[config.mk]
export PLATFORM = sky130hd
export DESIGN_NAME = hazard_ctrl
export DESIGN_NICKNAME = d
export VERILOG_FILES = /design/src/rtl/hazard_ctrl_pkg.sv /design/src/rtl/sat_counter.sv /design/src/rtl/hazard_ctrl.sv
export SDC_FILE = /design/constraint.sdc
export NUM_CORES = 1
export LEC_CHECK = 0
export ABC_AREA = 1
export ABC_CLOCK_PERIOD_IN_PS = 4500
export BUFFER_PORTS_ARGS = -buffer_cell sky130_fd_sc_hd__buf_4
export CAP_MARGIN = 25
export CORE_UTILIZATION = 34
export DETAILED_ROUTE_END_ITERATION = 6
export REMOVE_ABC_BUFFERS = 1
export SETUP_SLACK_MARGIN = 0.4
export SLEW_MARGIN = 20
export SYNTH_ARGS = -nofsm -noshare
export SYNTH_HDL_FRONTEND = slang
export SYNTH_SLANG_ARGS = --single-unit
[constraint.sdc]
create_clock -name clk -period 4.5 [get_ports clk]
set_clock_uncertainty 0.15 [all_clocks]
set_input_delay 0.9 -clock clk [delete_from_list [all_inputs] [get_ports clk]]
set_output_delay 0.9 -clock clk [all_outputs]
set_load 0.05 [all_outputs]
[src/rtl/hazard_ctrl_pkg.sv]
// Shared types and constants for the 5-stage core pipeline sequencer.
// Latency: n/a (package only).
// Backpressure: n/a (package only).
package hazard_ctrl_pkg;

  // Memory-wait tracking states of the sequencer
  typedef enum logic [1:0] {
    RUN      = 2'd0,
    MEM_WAIT = 2'd1,
    HALT     = 2'd2
  } state_e;

  // x0 is hardwired to zero, so it never creates a dependency
  localparam logic [4:0] REG_ZERO = 5'd0;

  // RV32I major opcodes shared with the decoder
  localparam logic [6:0] OP_LW   = 7'b0000011;
  localparam logic [6:0] OP_SW   = 7'b0100011;
  localparam logic [6:0] OP_BR   = 7'b1100011;
  localparam logic [6:0] OP_JAL  = 7'b1101111;
  localparam logic [6:0] OP_JALR = 7'b1100111;

  // True when a source operand that is actually read matches a real destination
  function automatic logic reg_match(input logic       use_src,
                                     input logic [4:0] src,
                                     input logic [4:0] dst);
    return use_src && (src == dst) && (dst != REG_ZERO);
  endfunction

endpackage

[src/rtl/sat_counter.sv]
// Saturating event counter: counts cycles with inc high, sticks at all-ones.
// Latency: count reflects an event one clock after it is seen.
// Backpressure: none; inc is sampled every cycle.
//
// Ports: clk, reset (async, active-high), inc (count enable), cnt (W-bit value)
module sat_counter #(
  parameter int W = 32
) (
  input  logic         clk,
  input  logic         reset,
  input  logic         inc,
  output logic [W-1:0] cnt
);

  always_ff @(posedge clk or posedge reset) begin
    if (reset) begin
      cnt <= '0;
    end else if (inc && (cnt != {W{1'b1}})) begin
      cnt <= cnt + W'(1);
    end
  end

endmodule

[src/rtl/hazard_ctrl.sv]
// Pipeline sequencer: per-cycle advance/hold/flush of PC, IF/ID, ID/EX, EX/MEM.
// Latency: control outputs are combinational from state and inputs (0 cycles).
// Backpressure: a pending data-memory access freezes the whole pipe; long waits halt it.
//
// Ports:
//   clk, reset              - clock, async active-high reset
//   id_rs1/rs2, id_use_*    - source registers read by the instruction in ID
//   ex_rd, ex_memread       - destination / load flag of the instruction in EX
//   ex_redirect             - EX resolved a taken branch or jump
//   mem_req, mem_ready      - data-memory handshake of the MEM stage
//   *_en, *_flush           - pipeline register load enables and NOP clears
//   halted                  - sticky memory-timeout halt
//   stall_cnt, flush_cnt    - saturating debug counters
module hazard_ctrl
  import hazard_ctrl_pkg::*;
#(
  parameter int MEM_TIMEOUT = 64,
  parameter int CNT_W       = 32
) (
  input  logic             clk,
  input  logic             reset,
  input  logic [4:0]       id_rs1,
  input  logic [4:0]       id_rs2,
  input  logic             id_use_rs1,
  input  logic             id_use_rs2,
  input  logic [4:0]       ex_rd,
  input  logic             ex_memread,
  input  logic             ex_redirect,
  input  logic             mem_req,
  input  logic             mem_ready,
  output logic             pc_en,
  output logic             ifid_en,
  output logic             ifid_flush,
  output logic             idex_en,
  output logic             idex_flush,
  output logic             exmem_en,
  output logic             halted,
  output logic [CNT_W-1:0] stall_cnt,
  output logic [CNT_W-1:0] flush_cnt
);

  localparam int WC_W = $clog2(MEM_TIMEOUT + 1);

  state_e          state_q, state_d;
  logic [WC_W-1:0] wait_q, wait_d;

  logic freeze;
  logic loaduse;

  assign freeze  = mem_req & ~mem_ready;
  assign loaduse = ex_memread &
                   (reg_match(id_use_rs1, id_rs1, ex_rd) |
                    reg_match(id_use_rs2, id_rs2, ex_rd));

  always_ff @(posedge clk or posedge reset) begin
    if (reset) begin
      state_q <= RUN;
      wait_q  <= '0;
    end else begin
      state_q <= state_d;
      wait_q  <= wait_d;
    end
  end

  always_comb begin
    state_d    = state_q;
    wait_d     = wait_q;
    pc_en      = 1'b1;
    ifid_en    = 1'b1;
    ifid_flush = 1'b0;
    idex_en    = 1'b1;
    idex_flush = 1'b0;
    exmem_en   = 1'b1;

    case (state_q)
      RUN: begin
        // A zero-wait access (mem_req & mem_ready) never leaves RUN
        if (freeze) begin
          state_d = MEM_WAIT;
          wait_d  = WC_W'(1);
        end
      end
      MEM_WAIT: begin
        // A dropped request without ready is a protocol error; treat it as done
        if (mem_ready || !mem_req) begin
          state_d = RUN;
          wait_d  = '0;
        end else if (wait_q == WC_W'(MEM_TIMEOUT)) begin
          state_d = HALT;
        end else begin
          wait_d = wait_q + WC_W'(1);
        end
      end
      HALT: begin
        // Absorbing: only reset leaves HALT
      end
      default: begin
        state_d = RUN;
        wait_d  = '0;
      end
    endcase

    if (state_q == HALT || freeze) begin
      // Frozen EX means redirect/load-use are re-evaluated once memory answers
      pc_en    = 1'b0;
      ifid_en  = 1'b0;
      idex_en  = 1'b0;
      exmem_en = 1'b0;
    end else if (ex_redirect) begin
      // The ID instruction is squashed, so a coincident load-use is moot
      ifid_flush = 1'b1;
      idex_flush = 1'b1;
    end else if (loaduse) begin
      // Hold PC and IF/ID, insert one bubble into ID/EX
      pc_en      = 1'b0;
      ifid_en    = 1'b0;
      idex_flush = 1'b1;
    end
  end

  assign halted = (state_q == HALT);

  sat_counter #(.W(CNT_W)) u_stall_cnt (
    .clk   (clk),
    .reset (reset),
    .inc   (~pc_en & (state_q != HALT)),
    .cnt   (stall_cnt)
  );

  sat_counter #(.W(CNT_W)) u_flush_cnt (
    .clk   (clk),
    .reset (reset),
    .inc   (ifid_flush),
    .cnt   (flush_cnt)
  );

endmodule

==> impl_metrics.env <==
export IMPL_hp_class="flop to flop"
export IMPL_fmax_mhz=322.8
export IMPL_critical_path_class="flop to output port"
export IMPL_final_common_cell="nand2_1"
export IMPL_portBuffers=93
export IMPL_p_leak_nw=3.005
export IMPL_num_fill_cells=1542
export IMPL_dp_slack_ns=1.341
export IMPL_cts_max_level=3
export IMPL_root_buffer="clkbuf_16"
export IMPL_syn_inst=743
export IMPL_end_kind="output port"
export IMPL_slew_headroom=0.3974
export IMPL_finalCriticalPeriod_ns=3.098
export IMPL_rsz0062_at_grt="false"
export IMPL_crit_chain="inv_2 -> nor2_2 -> inv_2 -> nand2_2 -> inv_1 -> nand2_2 -> inv_1 -> buf_4"
export IMPL_ant_nets=0
export IMPL_cts_buffers_inserted=9
export IMPL_drt_total_wl_um=13330
export IMPL_setup_viol=0
export IMPL_grtUsageTotal=0.1817
export IMPL_grtUsageMet1=0.2344
export IMPL_min_period_over_period=0.6885
export IMPL_tritoncts="built"
export IMPL_synth_avg_cell_area_um2=6.852
export IMPL_initial_core_util=0.3490
export IMPL_yosys_warnings=0
export IMPL_grt_pass1_vias=4595
export IMPL_die_width_um=124.4
export IMPL_fin_ws_ns=1.402
export IMPL_vias=4877
export IMPL_hold_violations=0
export IMPL_clk_path_buf_depth=2
export IMPL_cpPeakStageDelay_ns=0.51
export IMPL_maxCapViolCount=0
export IMPL_busiest_layer="met2"
export IMPL_finalSetupTns_ns=0
export IMPL_die_y_um=124.4
export IMPL_power_density_nw_per_um2=332.5
export IMPL_grt_use_met2=0.3029
export IMPL_cp_required_ns=3.45
export IMPL_clock_latency_ns=0.34
export IMPL_grtUsageMet3=0.04210
export IMPL_worstMarginPinSlew_ns=0.9016
export IMPL_regArea_um2=1827
export IMPL_synth_ff_latch_count=73
export IMPL_grt_max_degree=42
export IMPL_wire_per_inst_um=13.11
export IMPL_syn_area_um2=5091
export IMPL_ys_seq_area_frac=0.3588
export IMPL_first_pass_iters=4
export IMPL_antennaDiodeCount=0
export IMPL_antenna_found_initial=0
export IMPL_rows=44
export IMPL_final_cell_mix="nand2_1 (270), buf_4 (95), nor2_1 (84), dfrtp_1 (73), inv_1 (69)"
export IMPL_dp_hpwl_um=9836
export IMPL_grt_ovfl_total=0
export IMPL_cpMaxStageDelayCell="inv_2"
export IMPL_cp_max_fo=41
export IMPL_clkTransAtPathRegs_ns=0.06
export IMPL_area_growth_pct=21.28
export IMPL_ios=94
export IMPL_ctsHoldBuffers=0
export IMPL_finalPower_mw=2.053
export IMPL_ctsResizeCount=0
export IMPL_die_area_um2=15470
export IMPL_crit_buf_inv=5
export IMPL_core_area_um2=14590
export IMPL_post_cts_buffers=0
export IMPL_outcome="finished, final reports clean"
export IMPL_cpLargestDelayFamily="buffers and inverters"
export IMPL_drive_above_1_share=0.1813
export IMPL_drt_iter0_drc=228
export IMPL_route_detailed_drc=0
export IMPL_r2r_setup_slack_ns=1.81
export IMPL_grt_pass1_wl_um=22670
export IMPL_worstSetupStartpointType="flop"
export IMPL_ys_types=31
export IMPL_nets=855
export IMPL_slew_viol_final=0
export IMPL_cts_sinks=73
export IMPL_cp_arrival_ns=2.05
export IMPL_avgViaCountPerCell=4.795
export IMPL_vdd_ir_drop_max_uv=399.0
export IMPL_multi_input_area_um2=2798
export IMPL_gp_congestion=0.8556
power breakdown:
| part | switching, mW | internal (mW) | total (mW) |
|---|---|---|---|
| Combinational | 0.367 | 0.162 | 0.529 |
| Clock | 0.272 | 0.443 | 0.715 |
| Sequential | 0.0955 | 0.713 | 0.808 |
sequential cells by signal (all words and copies together) (netlist names):
register and cells:
u_stall_cnt.cnt 32, state_q 2, u_flush_cnt.cnt 32, wait_q 7
path summary, 6_finish.rpt:
path                                  endpoint       start  depth (start not counted)
max reg2reg                u_flush_cnt.cnt[21]  state_q[1]                          8
max                                      pc_en  state_q[1]                          8
min reg2reg                         state_q[0]  state_q[1]                          1
max in group asynchronous  u_flush_cnt.cnt[28]       reset                          3
min                                 state_q[0]  state_q[1]                          1
min in group asynchronous           state_q[0]       reset                          2
Yosys cell counts:
master	count	area, um^2
nand2_4	1	11.26
nor2_4	6	67.56
o21ai_1	13	65.06
nand3_1	34	170.2
inv_1	70	262.8
and2_1	1	6.260
nand2_2	7	43.79
o21ai_0	15	75.07
nor3_2	2	20.02
nand2_1	270	1013
nor2_2	4	25.02
nor2_1	84	315.3
inv_2	14	52.55
dfrtp_1	73	1827
nor3_4	2	32.53
clkbuf_1	1	3.750
nor3_1	16	80.08
xnor2_1	22	192.7
a21boi_4	1	18.77
nand3b_1	4	30.03
a21oi_1	2	10.01
nor4_1	1	6.260
buf_1	3	11.26
buf_6	5	56.30
buf_4	8	60.06
nand4_1	49	306.5
xor2_1	22	192.7
nand3_2	3	30.03
ha_1	4	50.05
nand3_4	2	35.03
buf_2	4	20.02
through the flow:
stage          hold WS [ns]  utilization  cell area, um^2  cells
2_1_floorplan        0.3412            -             4940    722
3_3_place_gp         0.3622       0.4033             5884   1001
3_5_place_dp         0.3763       0.4033             5884   1001
4_1_cts              0.3828       0.4232             6175   1017
5_1_grt              0.4245       0.4232             6175   1017
6_report             0.3870       0.4232             6175   1017
logic make-up (layout without fill, tap and decap cells):
family / after synthesis / in the layout / synth area share
adder cells (fa/ha/maj): 4 / 4 / 0.009831
XOR/XNOR: 44 / 44 / 0.07569
buffers and inverters: 105 / 195 / 0.09167
AO/OA/AOI/OAI: 31 / 31 / 0.03318
flip-flops: 73 / 73 / 0.3588
AND/OR/NAND/NOR: 486 / 486 / 0.4308
final cells by class:
cell class	instances	area share
flip-flops and latches	73	0.2958
clock buffers	13	0.04053
multi-input cells	565	0.4531
repair buffers	95	0.1155
clock inverters	3	0.006484
well taps	184	0.03728
inverters	84	0.05127
routing by layer:
layer / share of wire / wire length, um / vias up
li1: - / - / 2532
met1: 0.47 / 6294 / 2224
met2: 0.47 / 6328 / 107
met3: 0.041 / 549 / 14
met4: 0.012 / 162 / 0
met5: 0 / 0 / -
(Power assumes the default switching activity.)
